File: config.mk
export PLATFORM = sky130hd
export DESIGN_NAME = doce_rx_frame_filter
export DESIGN_NICKNAME = d
export VERILOG_FILES = /design/src/rtl/doce_rx_frame_filter.sv
export SDC_FILE = /design/constraint.sdc
export NUM_CORES = 1
export LEC_CHECK = 0
export CELL_PAD_IN_SITES_DETAIL_PLACEMENT = 2
export CELL_PAD_IN_SITES_GLOBAL_PLACEMENT = 2
export CORE_MARGIN = 5
export CORE_UTILIZATION = 23
export CTS_CLUSTER_SIZE = 12
export DETAILED_ROUTE_END_ITERATION = 12
export HOLD_SLACK_MARGIN = 0.15
export PLACE_DENSITY_LB_ADDON = 0.1
export SYNTH_ARGS = -nofsm -noshare
export SYNTH_HDL_FRONTEND = slang
export SYNTH_SLANG_ARGS = --single-unit
File: constraint.sdc
create_clock -name clk -period 3.1 [get_ports clk]
set_input_delay 0.775 -clock clk [delete_from_list [all_inputs] [get_ports clk]]
set_output_delay 0.775 -clock clk [all_outputs]
set_load 0.02 [all_outputs]
File: src/rtl/doce_rx_frame_filter.sv
// ---------------------------------------------------------------------------
// doce_rx_frame_filter
//
// Ingress filter that sits between the Ethernet MAC Rx stream and the DoCE
// transport layer Rx input. The first beat of each frame carries the whole
// Ethernet header. That beat decides whether the frame is forwarded or
// silently discarded. A frame is forwarded when the destination MAC is the
// local address or broadcast, and the EtherType is the DoCE EtherType.
// Forwarded beats go through one output register, so latency is one cycle.
// Saturating counters report how many frames were passed and dropped.
//
// Parameters
//   DATA_WIDTH      stream width in bytes (16 or 32; the 14-byte header
//                   must arrive in the first beat)
//   DOCE_ETHERTYPE  EtherType accepted as DoCE traffic
//
// Ports
//   clk, reset               single clock, synchronous active-high reset
//   doce_mac_addr            local MAC, [47:40] is the first byte on the wire
//   filter_en                1 = filter active, 0 = forward every frame
//   mac_axis_rxd_*           AXI-Stream input from the MAC (byte 0 in [7:0])
//   doce_axis_rxd_*          AXI-Stream output to the transport layer
//   rx_pass_cnt/rx_drop_cnt  saturating frame counters
// ---------------------------------------------------------------------------
module doce_rx_frame_filter #(
  parameter int          DATA_WIDTH     = 16,
  parameter logic [15:0] DOCE_ETHERTYPE = 16'h88B5
) (
  input  logic                      clk,
  input  logic                      reset,
  input  logic [47:0]               doce_mac_addr,
  input  logic                      filter_en,
  input  logic [DATA_WIDTH*8-1:0]   mac_axis_rxd_tdata,
  input  logic [DATA_WIDTH-1:0]     mac_axis_rxd_tkeep,
  input  logic                      mac_axis_rxd_tlast,
  input  logic                      mac_axis_rxd_tvalid,
  output logic                      mac_axis_rxd_tready,
  output logic [DATA_WIDTH*8-1:0]   doce_axis_rxd_tdata,
  output logic [DATA_WIDTH-1:0]     doce_axis_rxd_tkeep,
  output logic                      doce_axis_rxd_tlast,
  output logic                      doce_axis_rxd_tvalid,
  input  logic                      doce_axis_rxd_tready,
  output logic [31:0]               rx_pass_cnt,
  output logic [31:0]               rx_drop_cnt
);

  typedef enum logic [1:0] {
    IDLE = 2'd0,
    PASS = 2'd1,
    DROP = 2'd2
  } state_e;

  state_e                    state_q, state_d;
  logic                      mout_valid_q, mout_valid_d;
  logic [DATA_WIDTH*8-1:0]   mout_data_q, mout_data_d;
  logic [DATA_WIDTH-1:0]     mout_keep_q, mout_keep_d;
  logic                      mout_last_q, mout_last_d;
  logic [31:0]               rx_pass_cnt_q, rx_pass_cnt_d;
  logic [31:0]               rx_drop_cnt_q, rx_drop_cnt_d;

  logic [47:0] hdr_dst;
  logic [15:0] hdr_etype;
  logic        hdr_bcast;
  logic        hdr_runt;
  logic        frame_match;
  logic        beat_accept;
  logic        mout_load;
  logic        pass_inc;
  logic        drop_inc;

  // Header fields of the current beat; only meaningful on a first beat (IDLE).
  // Byte 0 of the stream is the most significant byte of the MAC address.
  assign hdr_dst   = {mac_axis_rxd_tdata[7:0],   mac_axis_rxd_tdata[15:8],
                      mac_axis_rxd_tdata[23:16], mac_axis_rxd_tdata[31:24],
                      mac_axis_rxd_tdata[39:32], mac_axis_rxd_tdata[47:40]};
  assign hdr_etype = {mac_axis_rxd_tdata[103:96], mac_axis_rxd_tdata[111:104]};
  assign hdr_bcast = (hdr_dst == 48'hFFFF_FFFF_FFFF);
  // A single-beat frame that ends before the EtherType is complete.
  assign hdr_runt  = mac_axis_rxd_tlast & ~mac_axis_rxd_tkeep[13];

  assign frame_match = filter_en
                     ? (~hdr_runt
                        & ((hdr_dst == doce_mac_addr) | hdr_bcast)
                        & (hdr_etype == DOCE_ETHERTYPE))
                     : 1'b1;

  // DROP swallows beats unconditionally; otherwise accept only when the
  // output register is empty or draining this cycle.
  assign mac_axis_rxd_tready = (state_q == DROP) | ~mout_valid_q | doce_axis_rxd_tready;
  assign beat_accept         = mac_axis_rxd_tvalid & mac_axis_rxd_tready;
  assign mout_load           = beat_accept
                             & (((state_q == IDLE) & frame_match) | (state_q == PASS));

  // NOTE: every variable gets a default before any branch, so no path leaves
  // a signal unassigned and no latch is inferred.
  always_comb begin
    state_d  = state_q;
    pass_inc = 1'b0;
    drop_inc = 1'b0;
    if (beat_accept) begin
      case (state_q)
        IDLE: begin
          if (frame_match) begin
            if (mac_axis_rxd_tlast) pass_inc = 1'b1;
            else                    state_d  = PASS;
          end else begin
            if (mac_axis_rxd_tlast) drop_inc = 1'b1;
            else                    state_d  = DROP;
          end
        end
        PASS: begin
          if (mac_axis_rxd_tlast) begin
            pass_inc = 1'b1;
            state_d  = IDLE;
          end
        end
        DROP: begin
          if (mac_axis_rxd_tlast) begin
            drop_inc = 1'b1;
            state_d  = IDLE;
          end
        end
        default: state_d = IDLE;
      endcase
    end
  end

  // Output register: a new beat wins over a simultaneous drain, so tvalid
  // stays high across back-to-back beats.
  always_comb begin
    mout_valid_d = mout_valid_q;
    mout_data_d  = mout_data_q;
    mout_keep_d  = mout_keep_q;
    mout_last_d  = mout_last_q;
    if (mout_load) begin
      mout_valid_d = 1'b1;
      mout_data_d  = mac_axis_rxd_tdata;
      mout_keep_d  = mac_axis_rxd_tkeep;
      mout_last_d  = mac_axis_rxd_tlast;
    end else if (doce_axis_rxd_tready) begin
      mout_valid_d = 1'b0;
    end
  end

  always_comb begin
    rx_pass_cnt_d = rx_pass_cnt_q;
    rx_drop_cnt_d = rx_drop_cnt_q;
    if (pass_inc && (rx_pass_cnt_q != 32'hFFFF_FFFF)) rx_pass_cnt_d = rx_pass_cnt_q + 32'd1;
    if (drop_inc && (rx_drop_cnt_q != 32'hFFFF_FFFF)) rx_drop_cnt_d = rx_drop_cnt_q + 32'd1;
  end

  // NOTE: state is updated with non-blocking assignments only, so every flop
  // samples the pre-edge value of every other flop.
  always_ff @(posedge clk) begin
    if (reset) begin
      // NOTE: the data path is cleared too, because the output bus itself
      // must read zero after reset, not just tvalid.
      state_q       <= IDLE;
      mout_valid_q  <= 1'b0;
      mout_data_q   <= '0;
      mout_keep_q   <= '0;
      mout_last_q   <= 1'b0;
      rx_pass_cnt_q <= '0;
      rx_drop_cnt_q <= '0;
    end else begin
      state_q       <= state_d;
      mout_valid_q  <= mout_valid_d;
      mout_data_q   <= mout_data_d;
      mout_keep_q   <= mout_keep_d;
      mout_last_q   <= mout_last_d;
      rx_pass_cnt_q <= rx_pass_cnt_d;
      rx_drop_cnt_q <= rx_drop_cnt_d;
    end
  end

  assign doce_axis_rxd_tvalid = mout_valid_q;
  assign doce_axis_rxd_tdata  = mout_data_q;
  assign doce_axis_rxd_tkeep  = mout_keep_q;
  assign doce_axis_rxd_tlast  = mout_last_q;
  assign rx_pass_cnt          = rx_pass_cnt_q;
  assign rx_drop_cnt          = rx_drop_cnt_q;

endmodule

==> flow_metrics.env <==
export IMPL_status="complete, no violations"
export IMPL_finClkSkew_ns=0.0189
export IMPL_worst_setup_hold_path_clk_slew_ns=0.05
export IMPL_worst_endpoint_required_ns=3.58
export IMPL_pre_cts_setup_slack_ns=-1.05
export IMPL_finalCoreUtilization=0.409
export IMPL_final_critical_path_time_including_i_o_delays_and_setup_ns=3.03
export IMPL_avgRoutedWirePerCell_um=20.5
export IMPL_hold_violation_total_from_the_final_report=0
export IMPL_ys_top_cells_by_area="dfxtp_1 46%, mux2i_1 8.9%, nand2_1 6.7%"
export IMPL_numPortBuffers=408
export IMPL_synth_mux_area_frac=0.0929
export IMPL_asyncSetResetFlopFracSynth=0
export IMPL_maxSlewViolCount=0
export IMPL_synthDominantAreaCellType="dfxtp_1"
export IMPL_n_fill_cell=4316
export IMPL_remaining_antenna_violation_count=0
export IMPL_synth_xor_xnor_area_share=0.0771
export IMPL_synth_yosys_warnings=0
export IMPL_achievable_frequency_ghz=0.329
export IMPL_die_y_um=210
export IMPL_powerDensity_mw_per_mm2=509
export IMPL_vdd_drop_max_uv=375
export IMPL_crit_fanout=8
export IMPL_synthSimpleGateAreaFrac=0.249
export IMPL_worst_case_setup_margin_in_the_final_layout_ns=0.0650
export IMPL_post_place_cells=2062
export IMPL_die_area_sq_mm=0.0441
export IMPL_hold_path_class="reg -> reg"
export IMPL_compound_gate_portion_of_the_synthesized_area=0.0794
export IMPL_coreArea_sq_mm=0.0396
export IMPL_cts_hold_buffers=0
export IMPL_globalRoute_totalOverflow=0
export IMPL_holdCritStartpoint="doce_axis_rxd_tdata[3]$_SDFFE_PP0P_"
export IMPL_clkLatencyLatePin_ns=0.55
export IMPL_finish_cell_count_without_fillers=2123
export IMPL_final_nets=1778
export IMPL_finalCritPeriodShare=0.979
export IMPL_arrival_time_of_data_at_the_critical_path_endpoint_ns=3.51
export IMPL_area_delta_synth_final_pct=76.1
export IMPL_adder_and_majority_cell_fraction_of_the_synthesized_area=0.00680
export IMPL_drv_cap=0
export IMPL_crit_family="simple AND/OR/NAND/NOR gates"
export IMPL_leakage_nw=6.22
export IMPL_grt_use_total=0.186
export IMPL_number_of_synthesized_flops_with_an_enable_pin=0
export IMPL_route_vias_total=9828
export IMPL_cp_slowest_cell="or4_4"
export IMPL_cts_tree="yes"
export IMPL_cts_root_buf="clkbuf_16"
export IMPL_crit_start="mac_axis_rxd_tdata[4]"
export IMPL_worst_setup_path_start_kind="input port"
export IMPL_design_area_sq_mm=0.0162
export IMPL_cts_sink_count=212
export IMPL_synth_net_count=1277
export IMPL_grt_pass1_vias=10900
export IMPL_dieWidth_um=210
export IMPL_start_util=0.232
export IMPL_cp_end_kind="register"
export IMPL_ys_dominant_reg_cell="dfxtp_1"
export IMPL_rsz0062_at_grt="true"
export IMPL_synth_top_family_by_area="simple AND/OR/NAND/NOR gates"
export IMPL_cts_buffers_inserted=28
export IMPL_drt_pass1_iter_count=4
export IMPL_synth_cell_area_sq_mm=0.00920
export IMPL_grt_max_degree=74
export IMPL_share_of_post_route_cells_with_drive_strength_above_1=0.146
export IMPL_setup_violations_final=0
export IMPL_routed_via_density=4.63
export IMPL_yosysUniqueCellTypes=54
export IMPL_post_dp_hpwl_um=33100
export IMPL_yosys_area_top_type_share=0.461
export IMPL_drt_iter0_drc=316
export IMPL_max_stage_delay_ns=0.54
export IMPL_globalplace_congestion=0.868
export IMPL_synth_seq_area_share=0.461
export IMPL_number_of_standard_cell_rows_in_the_floorplan=73
export IMPL_wirelength_um=43600
export IMPL_io_pins=409
export IMPL_seqCellArea_sq_mm=0.00424
export IMPL_cp_num_buf_inv=2
export IMPL_reg2reg_from="rx_drop_cnt[3]$_SDFFE_PP0P_"
export IMPL_dpl_cell_area_sq_mm=0.0147
export IMPL_critical_path_cell_chain="clkdlybuf4s50_1 -> xnor2_1 -> nand4_1 -> nor4_2 -> nand4_1 -> buf_4 -> o21ai_4 -> o21ai_4 -> or4_4 -> or3_4 -> a21oi_2"
export IMPL_max_slew_margin=0.575
export IMPL_worst_slew_pin_transition_ns=0.637
export IMPL_critical_path_start_end_classification="in -> reg"
export IMPL_synth_area_per_cell_sq_um=8.57
export IMPL_clock_path_buffers=3
export IMPL_clock_tree_htree_level_count=1
export IMPL_drc=0
export IMPL_initial_antenna_violation_count=1
export IMPL_synth_cells=1074
export IMPL_grt_first_pass_wirelength_um=65300
export IMPL_totalNegativeSetupSlack_ns=0
export IMPL_synth_seq_cells=212
export IMPL_multi_input_area_sq_mm=0.00504
==> through the flow <==
| step | hold slack (ns) | power (W) |
|---|---|---|
| final | 0.453 | 0.00825 |
| after global routing | 0.478 | 0.00864 |
| after CTS | 0.457 | 0.00839 |
| after detailed placement | 0.449 | 0.00475 |
| after global placement | 0.441 | 0.00472 |
| after floorplan | 0.483 | 0.00374 |
==> synthesized netlist by cell type, types with 5 or more instances <==
| cell | count |
|---|---|
| inv_1 | 18 |
| and3_1 | 10 |
| o21ai_0 | 16 |
| or4_1 | 8 |
| nor3_1 | 10 |
| nand3_1 | 37 |
| ha_1 | 5 |
| nor2_1 | 138 |
| or3_1 | 19 |
| buf_2 | 16 |
| dfxtp_1 | 212 |
| nor4_1 | 21 |
| nand4_1 | 49 |
| xor2_1 | 18 |
| nand2_1 | 164 |
| mux2i_1 | 82 |
| clkbuf_1 | 38 |
| a21oi_1 | 88 |
| xnor2_1 | 63 |
==> registers in the layout, summed over array words and instances (netlist names) <==
signal / flops
doce_axis_rxd_tkeep: 16
doce_axis_rxd_tvalid: 1
rx_pass_cnt: 32
doce_axis_rxd_tdata: 128
doce_axis_rxd_tlast: 1
rx_drop_cnt: 32
state_q: 2
==> final cells by class <==
| type | count | area share |
|---|---|---|
| Antenna cell | 2 | 0.000309 |
| Clock buffer | 44 | 0.0538 |
| Clock inverter | 7 | 0.00849 |
| Inverter | 18 | 0.00417 |
| Multi-Input combinational cell | 786 | 0.311 |
| Sequential cell | 212 | 0.262 |
| Tap cell | 525 | 0.0405 |
| Timing Repair Buffer | 529 | 0.320 |
==> worst register-to-register path, delay by kind of cell, from the launching register on <==
family	cells	cell delay (ns)
compound gates	1	0.39
xor+xnor	1	0.18
buf+inv	1	0.21
flops	1	0.45
simple gates	7	1.34
==> metal layers <==
metal  part of all wire  GRT usage  wire (um)
met3              0.083     0.0628       3600
met1               0.42      0.225      18100
met4              0.016     0.0374        693
met5            0.00030          0         13
met2               0.49      0.324      21200
==> what timing repair did <==
action / CTS / global route
setup endpoints to repair: 200 / 146
cloned: 0 / 1
gates resized for setup: 63 / 66
pin swaps: 28 / 33
buffers inserted: 5 / 2
==> cells by family (layout without fill, tap and decap cells) <==
| logic type | after synthesis | after routing |
|---|---|---|
| AOI/OAI and AO/OA | 131 | 131 |
| xor gates and xnor gates | 81 | 81 |
| adders and majority gates | 5 | 5 |
| buffers and inverters | 76 | 598 |
| DFF | 212 | 212 |
| muxes | 85 | 85 |
| other | 0 | 2 |
| and+or+nand+nor | 484 | 484 |
==> cell usage in the layout (no fill, tap or decap), types with 9 or more instances in the layout <==
| master | instances |
|---|---|
| nand4_1 | 49 |
| mux2i_1 | 82 |
| buf_12 | 9 |
| and3_1 | 9 |
| buf_4 | 110 |
| nor4_1 | 13 |
| clkbuf_8 | 9 |
| xor2_1 | 18 |
| a21oi_1 | 85 |
| clkdlybuf4s50_1 | 347 |
| inv_1 | 18 |
| dlymetal6s2s_1 | 31 |
| nand3_1 | 34 |
| dlygate4sd2_1 | 28 |
| xnor2_1 | 35 |
| o21ai_0 | 12 |
| xnor2_2 | 28 |
| or3_1 | 17 |
| nand2_1 | 164 |
| clkbuf_16 | 30 |
| dfxtp_1 | 212 |
| nor2_1 | 138 |
==> where the power goes <==
group          switching [W]  internal [W]
registers          0.0000854       0.00288
clock network        0.00128       0.00225
logic               0.000878      0.000880
total                0.00224       0.00601
==> worst paths after layout <==
| path | end | slack [ns] | cells past startpoint |
|---|---|---|---|
| worst max register to register | rx_drop_cnt[11]$_SDFFE_PP0P_ | 0.40 | 10 |
| worst min-delay path | doce_axis_rxd_tdata[3]$_SDFFE_PP0P_ | 0.45 | 2 |
| worst max-delay path | rx_pass_cnt[22]$_SDFFE_PP0P_ | 0.07 | 11 |
| worst min register to register | doce_axis_rxd_tdata[3]$_SDFFE_PP0P_ | 0.45 | 2 |
(Power assumes the default switching activity.)
